===== config.mk =====
export PLATFORM = sky130hd
export DESIGN_NAME = seg7_scan_controller_flat
export DESIGN_NICKNAME = d
export VERILOG_FILES = /design/src/rtl/seg7_scan_controller_pkg.sv /design/src/rtl/seg7_scan_controller_if.sv /design/src/rtl/decoderDisplay7Segment.sv /design/src/rtl/seg7_scan_controller.sv /design/src/flat_wrapper.sv
export SDC_FILE = /design/constraint.sdc
export NUM_CORES = 1
export LEC_CHECK = 0
export CAP_MARGIN = 20
export CORE_MARGIN = 3
export CORE_UTILIZATION = 61
export CTS_CLUSTER_DIAMETER = 150
export DETAILED_ROUTE_END_ITERATION = 10
export PLACE_DENSITY_LB_ADDON = 0.1
export SYNTH_ARGS = -nofsm -noshare
export SYNTH_HDL_FRONTEND = slang
export SYNTH_SLANG_ARGS = --single-unit

===== constraint.sdc =====
create_clock -name clk -period 3.44 [get_ports clk]
set_input_delay 0.344 -clock clk [delete_from_list [all_inputs] [get_ports clk]]
set_output_delay 0.344 -clock clk [all_outputs]
set_load 0.05 [all_outputs]

===== src/rtl/seg7_scan_controller_pkg.sv =====
// Shared types and constants for the multiplexed 7-segment scan controller.
package seg7_scan_controller_pkg;

  typedef enum logic [1:0] {
    StIdle  = 2'd0,
    StBlank = 2'd1,
    StDrive = 2'd2
  } state_e;

  localparam logic [7:0] SEG_OFF = 8'h00;

  // Width able to hold 0..n-1, never narrower than one bit.
  function automatic int unsigned width_of(input int unsigned n);
    return (n <= 2) ? 1 : $clog2(n);
  endfunction

endpackage


===== src/rtl/seg7_scan_controller_if.sv =====
// Valid/ready handoff of a packed hex value from a producer to the scan controller.
interface seg7_scan_controller_if #(
  parameter int unsigned DIGITS = 4
);
  logic [4*DIGITS-1:0] value;
  logic                value_valid;
  logic                value_ready;

  modport master (output value, output value_valid, input value_ready);
  modport slave  (input value, input value_valid, output value_ready);
endinterface


===== src/rtl/decoderDisplay7Segment.sv =====
// Hex nibble to 7-segment decoder, active-high segments {dp,g,f,e,d,c,b,a}, dp always off.
module decoderDisplay7Segment (
  output logic [7:0] o,
  input  logic [3:0] i
);
  always_comb begin
    o = 8'h00;
    case (i)
      4'h0: o = 8'h3F;
      4'h1: o = 8'h06;
      4'h2: o = 8'h5B;
      4'h3: o = 8'h4F;
      4'h4: o = 8'h66;
      4'h5: o = 8'h6D;
      4'h6: o = 8'h7D;
      4'h7: o = 8'h07;
      4'h8: o = 8'h7F;
      4'h9: o = 8'h6F;
      4'hA: o = 8'h77;
      4'hB: o = 8'h7C;
      4'hC: o = 8'h39;
      4'hD: o = 8'h5E;
      4'hE: o = 8'h79;
      4'hF: o = 8'h71;
      default: o = 8'h00;
    endcase
  end
endmodule


===== src/rtl/seg7_scan_controller.sv =====
// Multiplexed hex display scanner with anti-ghost blanking and a frame-aligned double buffer.
// Optional build macro: LEADING_ZERO_BLANK_EN suppresses leading zero digits (digit 0 always shown).
module seg7_scan_controller
  import seg7_scan_controller_pkg::*;
#(
  parameter int unsigned DIGITS       = 4,
  parameter int unsigned SCAN_DIV     = 50000,
  parameter int unsigned BLANK_CYCLES = 16
) (
  input  logic                  clk,
  input  logic                  rst_n,
  input  logic                  i_enable,
  seg7_scan_controller_if.slave s_value,
  output logic [7:0]            o_seg,
  output logic [DIGITS-1:0]     o_digit_sel,
  output logic                  o_frame_done
);

  localparam int unsigned IDX_W = width_of(DIGITS);
  localparam int unsigned CNT_W = width_of(SCAN_DIV);
  localparam logic [IDX_W-1:0] IDX_LAST   = IDX_W'(DIGITS - 1);
  localparam logic [CNT_W-1:0] CNT_LAST   = CNT_W'(SCAN_DIV - 1);
  localparam logic [CNT_W-1:0] BLANK_LAST = CNT_W'(BLANK_CYCLES - 1);

  state_e              r_state, w_state_nxt;
  logic [CNT_W-1:0]    r_cnt, w_cnt_nxt;
  logic [IDX_W-1:0]    r_idx, w_idx_nxt;
  logic                w_boundary;

  logic [4*DIGITS-1:0] r_active, r_pending;
  logic                r_pending_full;
  logic                w_accept, w_promote;

  logic [3:0]          w_nibble;
  logic [7:0]          w_dec;
  logic [7:0]          w_seg_nxt, r_seg;
  logic [DIGITS-1:0]   w_sel_nxt, r_digit_sel;
  logic                r_frame_done;

  always_comb begin
    w_state_nxt = r_state;
    w_cnt_nxt   = r_cnt;
    w_idx_nxt   = r_idx;
    w_boundary  = 1'b0;
    case (r_state)
      StIdle: begin
        w_state_nxt = StBlank;
        w_cnt_nxt   = '0;
        w_idx_nxt   = '0;
      end
      StBlank: begin
        w_cnt_nxt = r_cnt + CNT_W'(1);
        if (r_cnt == BLANK_LAST) w_state_nxt = StDrive;
      end
      StDrive: begin
        if (r_cnt == CNT_LAST) begin
          w_cnt_nxt   = '0;
          w_state_nxt = StBlank;
          if (r_idx == IDX_LAST) begin
            w_idx_nxt  = '0;
            w_boundary = 1'b1;
          end else begin
            w_idx_nxt = r_idx + IDX_W'(1);
          end
        end else begin
          w_cnt_nxt = r_cnt + CNT_W'(1);
        end
      end
      default: w_state_nxt = StIdle;
    endcase
    // Disable overrides everything; the scan always restarts from digit 0.
    if (!i_enable) begin
      w_state_nxt = StIdle;
      w_cnt_nxt   = '0;
      w_idx_nxt   = '0;
      w_boundary  = 1'b0;
    end
  end

  always_ff @(posedge clk or negedge rst_n) begin
    if (!rst_n) begin
      r_state <= StIdle;
      r_cnt   <= '0;
      r_idx   <= '0;
    end else begin
      r_state <= w_state_nxt;
      r_cnt   <= w_cnt_nxt;
      r_idx   <= w_idx_nxt;
    end
  end

  // Pending only reaches the display between frames (or while idle), so a frame never tears.
  assign w_accept  = s_value.value_valid && !r_pending_full;
  assign w_promote = r_pending_full && (w_boundary || (r_state == StIdle));
  assign s_value.value_ready = !r_pending_full;

  always_ff @(posedge clk or negedge rst_n) begin
    if (!rst_n) begin
      r_active       <= '0;
      r_pending      <= '0;
      r_pending_full <= 1'b0;
    end else begin
      if (w_accept) begin
        r_pending      <= s_value.value;
        r_pending_full <= 1'b1;
      end else if (w_promote) begin
        r_active       <= r_pending;
        r_pending_full <= 1'b0;
      end
    end
  end

  // Entering or staying in DRIVE never changes the index, so r_idx selects the next digit.
  assign w_nibble = r_active[{r_idx, 2'b00} +: 4];

  decoderDisplay7Segment u_decoder (
    .o (w_dec),
    .i (w_nibble)
  );

`ifdef LEADING_ZERO_BLANK_EN
  logic [DIGITS-1:0] w_lz_blank;

  always_comb begin
    w_lz_blank = '0;
    w_lz_blank[DIGITS-1] = (r_active[4*(DIGITS-1) +: 4] == 4'h0);
    for (int k = DIGITS - 2; k >= 1; k--) begin
      w_lz_blank[k] = w_lz_blank[k+1] && (r_active[4*k +: 4] == 4'h0);
    end
  end
`endif

  always_comb begin
    w_seg_nxt = SEG_OFF;
    w_sel_nxt = '0;
    if (w_state_nxt == StDrive) begin
      w_sel_nxt = DIGITS'(1) << r_idx;
      w_seg_nxt = w_dec;
`ifdef LEADING_ZERO_BLANK_EN
      if (w_lz_blank[r_idx]) w_seg_nxt = SEG_OFF;
`endif
    end
  end

  always_ff @(posedge clk or negedge rst_n) begin
    if (!rst_n) begin
      r_seg        <= SEG_OFF;
      r_digit_sel  <= '0;
      r_frame_done <= 1'b0;
    end else begin
      r_seg        <= w_seg_nxt;
      r_digit_sel  <= w_sel_nxt;
      r_frame_done <= w_boundary;
    end
  end

  assign o_seg        = r_seg;
  assign o_digit_sel  = r_digit_sel;
  assign o_frame_done = r_frame_done;

endmodule

===== src/flat_wrapper.sv =====
// flat-port wrapper written by rule: the top's interface ports become plain ports
module seg7_scan_controller_flat import seg7_scan_controller_pkg::*;
#(
  parameter int unsigned DIGITS       = 4,
  parameter int unsigned SCAN_DIV     = 50000,
  parameter int unsigned BLANK_CYCLES = 16
)
  (clk, rst_n, i_enable, o_seg, o_digit_sel, o_frame_done, s_value_value, s_value_value_valid, s_value_value_ready);
  seg7_scan_controller_if #(.DIGITS(DIGITS)) s_value_i ();
  input  logic clk;
  input  logic rst_n;
  input  logic i_enable;
  output logic [7:0] o_seg;
  output logic [DIGITS-1:0] o_digit_sel;
  output logic o_frame_done;
  input wire logic [$bits(s_value_i.value)-1:0] s_value_value;
  input wire logic [$bits(s_value_i.value_valid)-1:0] s_value_value_valid;
  output wire logic [$bits(s_value_i.value_ready)-1:0] s_value_value_ready;
  assign s_value_i.value = s_value_value;
  assign s_value_i.value_valid = s_value_value_valid;
  assign s_value_value_ready = s_value_i.value_ready;
  seg7_scan_controller #(.DIGITS(DIGITS), .SCAN_DIV(SCAN_DIV), .BLANK_CYCLES(BLANK_CYCLES)) u_core (.clk(clk), .rst_n(rst_n), .i_enable(i_enable), .s_value(s_value_i), .o_seg(o_seg), .o_digit_sel(o_digit_sel), .o_frame_done(o_frame_done));
endmodule

Word-level counts from Yosys, hierarchy flattened
Memory sizes are Yosys's and may differ from the RTL's. Index checks and enable logic that the tools add are counted.

Muxes and demuxes: 19. Bitwise operators: 1. Reductions and logical operators: 8. Shift operators: 2. Add/subtract/negate cells: 2. Equality and inequality tests: 9.

Operators by type and width (number): $pmux W16 S3 (1); $mux W16 (2); $add A16 B1 Y16 const B (1); $eq A16 B16 Y1 const B (1); $eq A16 B4 Y1 const B (1); $shiftx A16 B5 Y4 (1); $mux W2 (6); $mux W8 (1); $eq A2 B2 Y1 const B (3); $mux W1 (6); $pmux W2 S3 (1); $mux W4 (1); $ne A4 B1 Y1 const B (1); $pmux W2 S2 (1); $reduce_and A2 Y1 (2); $shl A1 B2 Y4 const A (1); $ne A3 B1 Y1 const B (1); $ne A3 B2 Y1 const B (1); $add A2 B1 Y2 const B (1); $eq A2 B1 Y1 const B (1); $logic_and A1 B1 Y1 (2); $logic_not A2 Y1 (1); $reduce_bool A2 Y1 (1); $logic_not A1 Y1 (1); 2 further kinds (2).

Logic and storage cells: 51. Output and inout port bits: 14. Register bits: 66. Input port bits: 20. Memories: 1. Memory bits (read-only): 112.

Memories: (no name shown) (depth 16, width 7, rd ports 1, clocked after memory_dff 0, write ports 0, RTL line decoderDisplay7Segment.sv:8) `case (i)`.

Depth between registers and ports, before layout
Gate-level depths: netlist of the first run.

Word-level depth: 9. Depth in mapped cells: 9. Mapped depth without buffers: 7.

Modules after synthesis
A second synthesis of the first run with hierarchy kept.

Cells, all modules: 288. Area total of the unflattened synthesis: 3393.3 µm².

By module, submodules not included: seg7_scan_controller (area each 3094.2 µm², times used 1, cells each 253); decoderDisplay7Segment (area each 299.0 µm², times used 1, cells each 35).

Worst setup path before layout of the first run
OpenSTA, ideal clock, no wires.

Kind: register to register. Start point: register u_core.r_state[1]. End point: register u_core.r_cnt[15]. Arrival time: 2.119 ns. Slack: 1.188 ns. Library setup time: 0.133 ns. Cell stages (with the launch flop): 10. Clock period less this slack: 2.252 ns. Data required time: 3.307 ns. Cell sequence: dfrtp_1 -> inv_1 -> ha_1 -> clkbuf_1 -> or4b_2 -> clkbuf_1 -> nand2_1 -> or4b_2 -> xor2_1 -> nor2_1.

Word-level cells in the longest chain between the ends: 3. Elaborated cells on any way between the ends: 6. Classes of those cells: eq/ne (3); mux (2); reduce/logical (1).

RTL lines: start: declaration (RTL line seg7_scan_controller.sv:25) `state_e r_state, w_state_nxt;`; start signal: assignment (RTL line seg7_scan_controller.sv:82) `r_state <= StIdle;`; start signal: assignment (RTL line seg7_scan_controller.sv:86) `r_state <= w_state_nxt;`; $eq A2 B2 Y1 (tied with other cells) (RTL line seg7_scan_controller.sv:45) `case (r_state)`; $pmux W16 S3 (RTL line seg7_scan_controller.sv:45); $mux W16 (RTL line seg7_scan_controller.sv:72) `if (!i_enable) begin`; end signal: assignment (RTL line seg7_scan_controller.sv:87) `r_cnt <= w_cnt_nxt;`; end: declaration (RTL line seg7_scan_controller.sv:26) `logic [CNT_W-1:0] r_cnt, w_cnt_nxt;`.

Parallel ways exist; a longest one is shown, timed or not. A chain may end at the register's enable or synchronous reset.

Worst setup path after layout of the first run
Start point: register u_core.r_cnt[11]. End point: register u_core.r_seg[4], in the netlist u_core.o_seg[4].

Word-level cells in the longest chain between the ends: 6. Elaborated cells on any way between the ends: 8. Classes of those cells: eq/ne (3); mux (5).

RTL lines: $eq A16 B16 Y1 or $eq A16 B4 Y1 (tied branches) (RTL line seg7_scan_controller.sv:56, seg7_scan_controller.sv:53); $mux W2, on equally long branches (RTL line seg7_scan_controller.sv:56, seg7_scan_controller.sv:53); $pmux W2 S3 * (RTL line seg7_scan_controller.sv:45); $mux W2 * (RTL line seg7_scan_controller.sv:72); $eq A2 B2 Y1 * (RTL line seg7_scan_controller.sv:136) `if (w_state_nxt == StDrive) begin`; $mux W8 * (RTL line seg7_scan_controller.sv:136); net u_core.w_seg_nxt[4] (RTL line seg7_scan_controller.sv:36) `logic [7:0] w_seg_nxt, r_seg;`; end signal: assignment (RTL line seg7_scan_controller.sv:151) `r_seg <= w_seg_nxt;`; end: declaration (RTL line seg7_scan_controller.sv:36).

Mark *: on every way through the listed nets, which the timed path passes. The rest lies on a longest branch.

==> impl_metrics.tcl, run 1 <==
set metrics [dict create \
    outcome "completed" \
    dpl.cell_count 367 \
    end_kind "flop" \
    layout-area-overhead-vs-synth_pct 18.1 \
    grt.overflow.total 0 \
    grtUsageTotal_pct 20.9 \
    dp_hpwl_um 4030 \
    synth_area_leader_cell "dfrtp_1" \
    wl_um 5860 \
    antenna_left 0 \
    post_cts_buffers 0 \
    htreeDepth 3 \
    fin_area_mm2 0.00388 \
    post-route-period-util_pct 74.8 \
    crit_start "u_core.r_cnt[11]" \
    synth.avg_cell_area_um2 11.9 \
    fin_util_pct 75.0 \
    arrival_ps 2850 \
    clock-root-buffer "clkbuf_8" \
    setup_viol 0 \
    maxSlewViolCount 0 \
    ir_drop_v 0.000481 \
    antennaDiodeCount 0 \
    reg2reg_depth 5 \
    io_buffers 32 \
    finalCriticalPeriod_ps 2570 \
    crit_fanout 11 \
    cts_buffers 9 \
    cp-start-kind "flop" \
    dp_slack_ps 935 \
    seq_area_frac_synth_pct 49.5 \
    dpl_cell_area_mm2 0.00364 \
    grt_pass1_wl_um 9930 \
    synth_top_area_share_pct 49.5 \
    rsz0062_at_grt "no" \
    drive_gt1_share_pct 23.2 \
    cts.repair.resized 0 \
    cts_buffer_depth 2 \
    finalHoldViolCount 0 \
    syn_nets 310 \
    synth_seq_cells 65 \
    clk_pin_slew_ps 80 \
    setup_tns_ps 0 \
    core_area_mm2 0.00517 \
    grt_max_degree 44 \
    die_w_um 79.4 \
    start_util_pct 63.5 \
    tightestPinTransition_ps 824 \
    fillCellCount 342 \
    clock_sink_count 65 \
    hold_path.class "in2async" \
    path_class "reg2reg" \
    final_cells 384 \
    synth_edf_count 0 \
    pin_count 34 \
    cp-endpoint "u_core.o_seg[4]" \
    hold_slack_ps 490 \
    max_freq_mhz 389 \
    first_global_vias 2044 \
    design.die.area_mm2 0.00630 \
    max_cap_violations 0 \
    synthFlopType "dfrtp_1" \
    rr_endpoint "u_core.o_seg[4]" \
    wl_per_cell_um 15.3 \
    vias_per_cell 5.66 \
    synth_cell_types 52 \
    nets 343 \
    postCtsHoldBufs 1 \
    insertion_delay_ps 340 \
    finalPower_mw 2.18 \
    vias 2172 \
    antenna_found_initial 0 \
    worstPathRequired_ps 3720 \
    yosys_warnings 0 \
    synth_area_mm2 0.00328 \
    synthTopCellsByArea "dfrtp_1 (50%), mux2_2 (9.3%), ha_1 (5.3%)" \
    async_flop_share_pct 100 \
    leakage_nw 1.71 \
    clock_skew_ps 10.5 \
    rows 26 \
    gp_congestion 0.907 \
    cts_tree "yes" \
    p_per_area_mw_per_mm2 563 \
    postLayoutSetupSlackWorst_ps 867 \
    route.detailed.drc 0 \
    syn_inst 276 \
    die-height_um 79.4 \
    first_iter_violations 178 \
    regToRegSetupSlack_ps 870 \
    r2r_start "u_core.r_cnt[11]" \
    drt_first_pass_iters 4 \
    maxSlewHeadroom_pct 45.1 \
]
-- layout make-up --
class | instances | area, µm² | share of cell area (%)
inverter | 12 | 45.0 | 1.16
clock buffer | 9 | 124 | 3.19
clock inverter | 7 | 101 | 2.61
sequential | 65 | 1630 | 41.9
multi-input combinational | 185 | 1550 | 39.9
tap | 70 | 87.6 | 2.26
timing repair buffer | 36 | 348 | 8.97
-- registers in the layout (all words and copies together), names as in the netlist --
name                   cells
u_core.o_digit_sel         4
u_core.o_frame_done        1
u_core.o_seg               7
u_core.r_active           16
u_core.r_cnt              16
u_core.r_idx               2
u_core.r_pending          16
u_core.r_pending_full      1
u_core.r_state             2
-- routing by layer --
metal / vias up / part of all wire [%] / track usage [%] / wire length (µm)
met5: - / 0 / 0 / 0
li1: 1042 / - / - / -
met3: 9 / 6.0 / 5.10 / 354
met2: 74 / 45 / 30.3 / 2620
met4: 0 / 1.8 / 9.28 / 103
met1: 1047 / 48 / 29.8 / 2780
-- Yosys cell counts (5+ instances only) --
library cell   n
dfrtp_1       65
mux2_2        27
nor2_1        21
nand2_1       20
ha_1          14
inv_1         12
clkbuf_1      10
mux2_4        10
o21ai_0        7
a21oi_1        5
and2_1         5
nand3_1        5
xor2_1         5
-- report_power, final --
part | internal [mW] | total [mW] | switching (mW)
Sequential | 0.892 | 0.963 | 0.0711
Combinational | 0.265 | 0.492 | 0.227
Clock | 0.414 | 0.727 | 0.313
-- worst min-delay path by stage --
stage | start | endpoint | depth (start not counted) | slack [ps]
6_report | rst_n | u_core.r_cnt[15] | 2 | 490
4_1_cts | rst_n | u_core.r_cnt[15] | 2 | 510
2_1_floorplan | rst_n | u_core.o_digit_sel[0] | 0 | 50
3_3_place_gp | rst_n | u_core.r_cnt[8] | 1 | 330
3_5_place_dp | rst_n | u_core.r_cnt[15] | 1 | 330
5_1_grt | u_core.r_pending[6] | u_core.r_active[6] | 1 | 530
-- critical path: stages (launching register included) --
cell and delay [ps]:
dfrtp_1 440, or4_4 580, nand4bb_1 230, a221oi_1 370
nor3b_2 600, o221a_2 300
-- cell usage in the layout (no fill, tap or decap), types with 5 or more instances in the layout --
cell type	n
a21oi_1	5
and2_1	5
clkbuf_8	9
clkdlybuf4s50_1	31
dfrtp_1	65
ha_1	14
inv_1	12
mux2_2	27
mux2_4	10
nand2_1	20
nand3_1	5
nor2_1	21
o21ai_0	7
xor2_1	5
-- logic make-up after synthesis --
logic type | after synthesis | share of synthesized area [%]
buf+inv | 26 | 3.35
simple gates | 83 | 13.8
other cells | 1 | 0.114
flops | 65 | 49.5
fa+ha+maj | 14 | 5.34
xor+xnor | 8 | 2.13
mux | 44 | 17.5
compound gates | 35 | 8.19
No activity file was read; power rests on OpenSTA's default activity.
==> run 2: changes to the inputs <==
Settings changed: CORE_UTILIZATION 61 to 56.
Clock period 3.44 ns to 2.45 ns, I/O delays scaled along.
==> impl_metrics.tcl, run 2 (synthesized netlist as in run 1, its figures left out) <==
set metrics [dict create \
    outcome "complete, but fails checks" \
    violations "hold timing" \
    fillCellCount 397 \
    max_cap_violations 0 \
    post-route-period-util_pct 94.5 \
    finalCriticalPeriod_ps 2320 \
    maxSlewViolCount 0 \
    p_per_area_mw_per_mm2 750 \
    drive_gt1_share_pct 26.4 \
    drt_first_pass_iters 4 \
    fin_area_mm2 0.00395 \
    slowest_stage "or4_4" \
    cts.repair.resized 0 \
    cp-start-kind "flop" \
    die-height_um 82.6 \
    ir_drop_v 0.000533 \
    path_class "reg2reg" \
    dpl_cell_area_mm2 0.00374 \
    first_global_vias 2140 \
    finalHoldViolCount 31 \
    tightestPinTransition_ps 837 \
    pin_count 34 \
    grt.overflow.total 0 \
    cts_tree "yes" \
    hold_path.class "in2async" \
    cts_buffer_depth 2 \
    io_buffers 32 \
    antenna_left 0 \
    wl_um 5800 \
    postCtsHoldBufs 0 \
    layout-area-overhead-vs-synth_pct 20.2 \
    clk_pin_slew_ps 80 \
    largestRegisters "u_core.r_active (16), u_core.r_cnt (16), u_core.r_pending (16)" \
    clock_sink_count 65 \
    max_freq_mhz 432 \
    vias_per_cell 5.51 \
    rsz0062_at_grt "no" \
    vias 2193 \
    htreeDepth 3 \
    cpPeakStageDelay_ps 580 \
    route.detailed.drc 0 \
    setup_viol 0 \
    crit_fanout 16 \
    path_cells "or4_4, nor4_2, and4_4, o21ai_4, mux2_4" \
    finalPower_mw 2.96 \
    layout_commonest_cell "dfrtp_1" \
    gp_congestion 0.854 \
    maxSlewHeadroom_pct 44.2 \
    design.die.area_mm2 0.00682 \
    dp_hpwl_um 4270 \
    hold_slack_ps -20.4 \
    end_kind "flop" \
    setup_tns_ps 0 \
    leakage_nw 1.76 \
    antenna_found_initial 0 \
    grt_max_degree 36 \
    arrival_ps 2520 \
    nets 355 \
    clock-root-buffer "clkbuf_8" \
    worstPathRequired_ps 2650 \
    post_cts_buffers 0 \
    antennaDiodeCount 0 \
    grtUsageTotal_pct 19.5 \
    wl_per_cell_um 14.6 \
    final_cell_mix "dfrtp_1 (65), clkdlybuf4s50_1 (31), mux2_2 (27), nor2_1 (21), nand2_1 (20)" \
    core_area_mm2 0.00557 \
    first_iter_violations 146 \
    die_w_um 82.6 \
    insertion_delay_ps 330 \
    grt_pass1_wl_um 9960 \
    rows 27 \
    cts_buffers 9 \
    clock_skew_ps 15.9 \
    start_util_pct 58.9 \
]
## run 2: cell count changes in the layout (fill, tap and decap cells not counted), sizes merged
| cell | previous run | this run |
|---|---|---|
| clkinv | 1 | 3 |
| bufinv | 2 | 1 |
| dlygate4sd3 | 1 | 0 |
| buf | 4 | 17 |
| clkinvlp | 2 | 1 |
## run 2: worst paths after layout
kind,startpoint,endpoint,slack [ps],cells past startpoint
max,u_core.r_cnt[11],u_core.r_active[15],130,5
min,rst_n,u_core.r_cnt[14],-20,1
max reg2reg,u_core.r_cnt[11],u_core.r_active[15],130,5
min reg2reg,u_core.r_pending[11],u_core.r_active[11],510,1
max in group asynchronous,rst_n,u_core.r_active[15],1750,2
min in group clk,u_core.r_pending[11],u_core.r_active[11],510,1
## run 2: power breakdown
| group | internal, mW | leakage, nW | switching, mW |
|---|---|---|---|
| logic | 0.377 | 0.830 | 0.310 |
| clock network | 0.478 | 0.100 | 0.436 |
| registers | 1.25 | 0.833 | 0.104 |
| total | 2.11 | 1.76 | 0.850 |
## run 2: worst max-delay path, delay by kind of cell, from the launching register on
family | cells | cell delay, ps
AND/OR/NAND/NOR | 3 | 1210
flip-flops | 1 | 430
multiplexers | 1 | 360
AO/OA/AOI/OAI | 1 | 190
## run 2: cell type report
class                      count  area (µm²)  area share, %
clock inverter                 7        77.6           1.97
tap                           72        90.1           2.28
timing repair buffer          48         435           11.0
sequential                    65        1630           41.2
multi-input combinational    185        1550           39.2
inverter                      12        45.0           1.14
clock buffer                   9         124           3.14
## run 2: routing by layer
metal | GRT usage (%) | wire length [µm] | vias up
met1 | 27.9 | 2860 | 1080
met5 | 0 | 0 | -
met3 | 4.01 | 192 | 11
met2 | 29.3 | 2660 | 37
met4 | 7.35 | 88 | 0
li1 | - | - | 1065
## run 2: metrics by stage
step / util [%] / hold slack (ps) / setup WS, ps / instances
floorplan: - / -50.6 / 198 / 276
global placement: 67.2 / 364 / 209 / 382
detailed placement: 67.2 / 359 / 159 / 382
CTS: 70.8 / 5.12 / 126 / 398
global route: 70.8 / 28.6 / 12.0 / 398
finish: 70.8 / -20.4 / 134 / 398
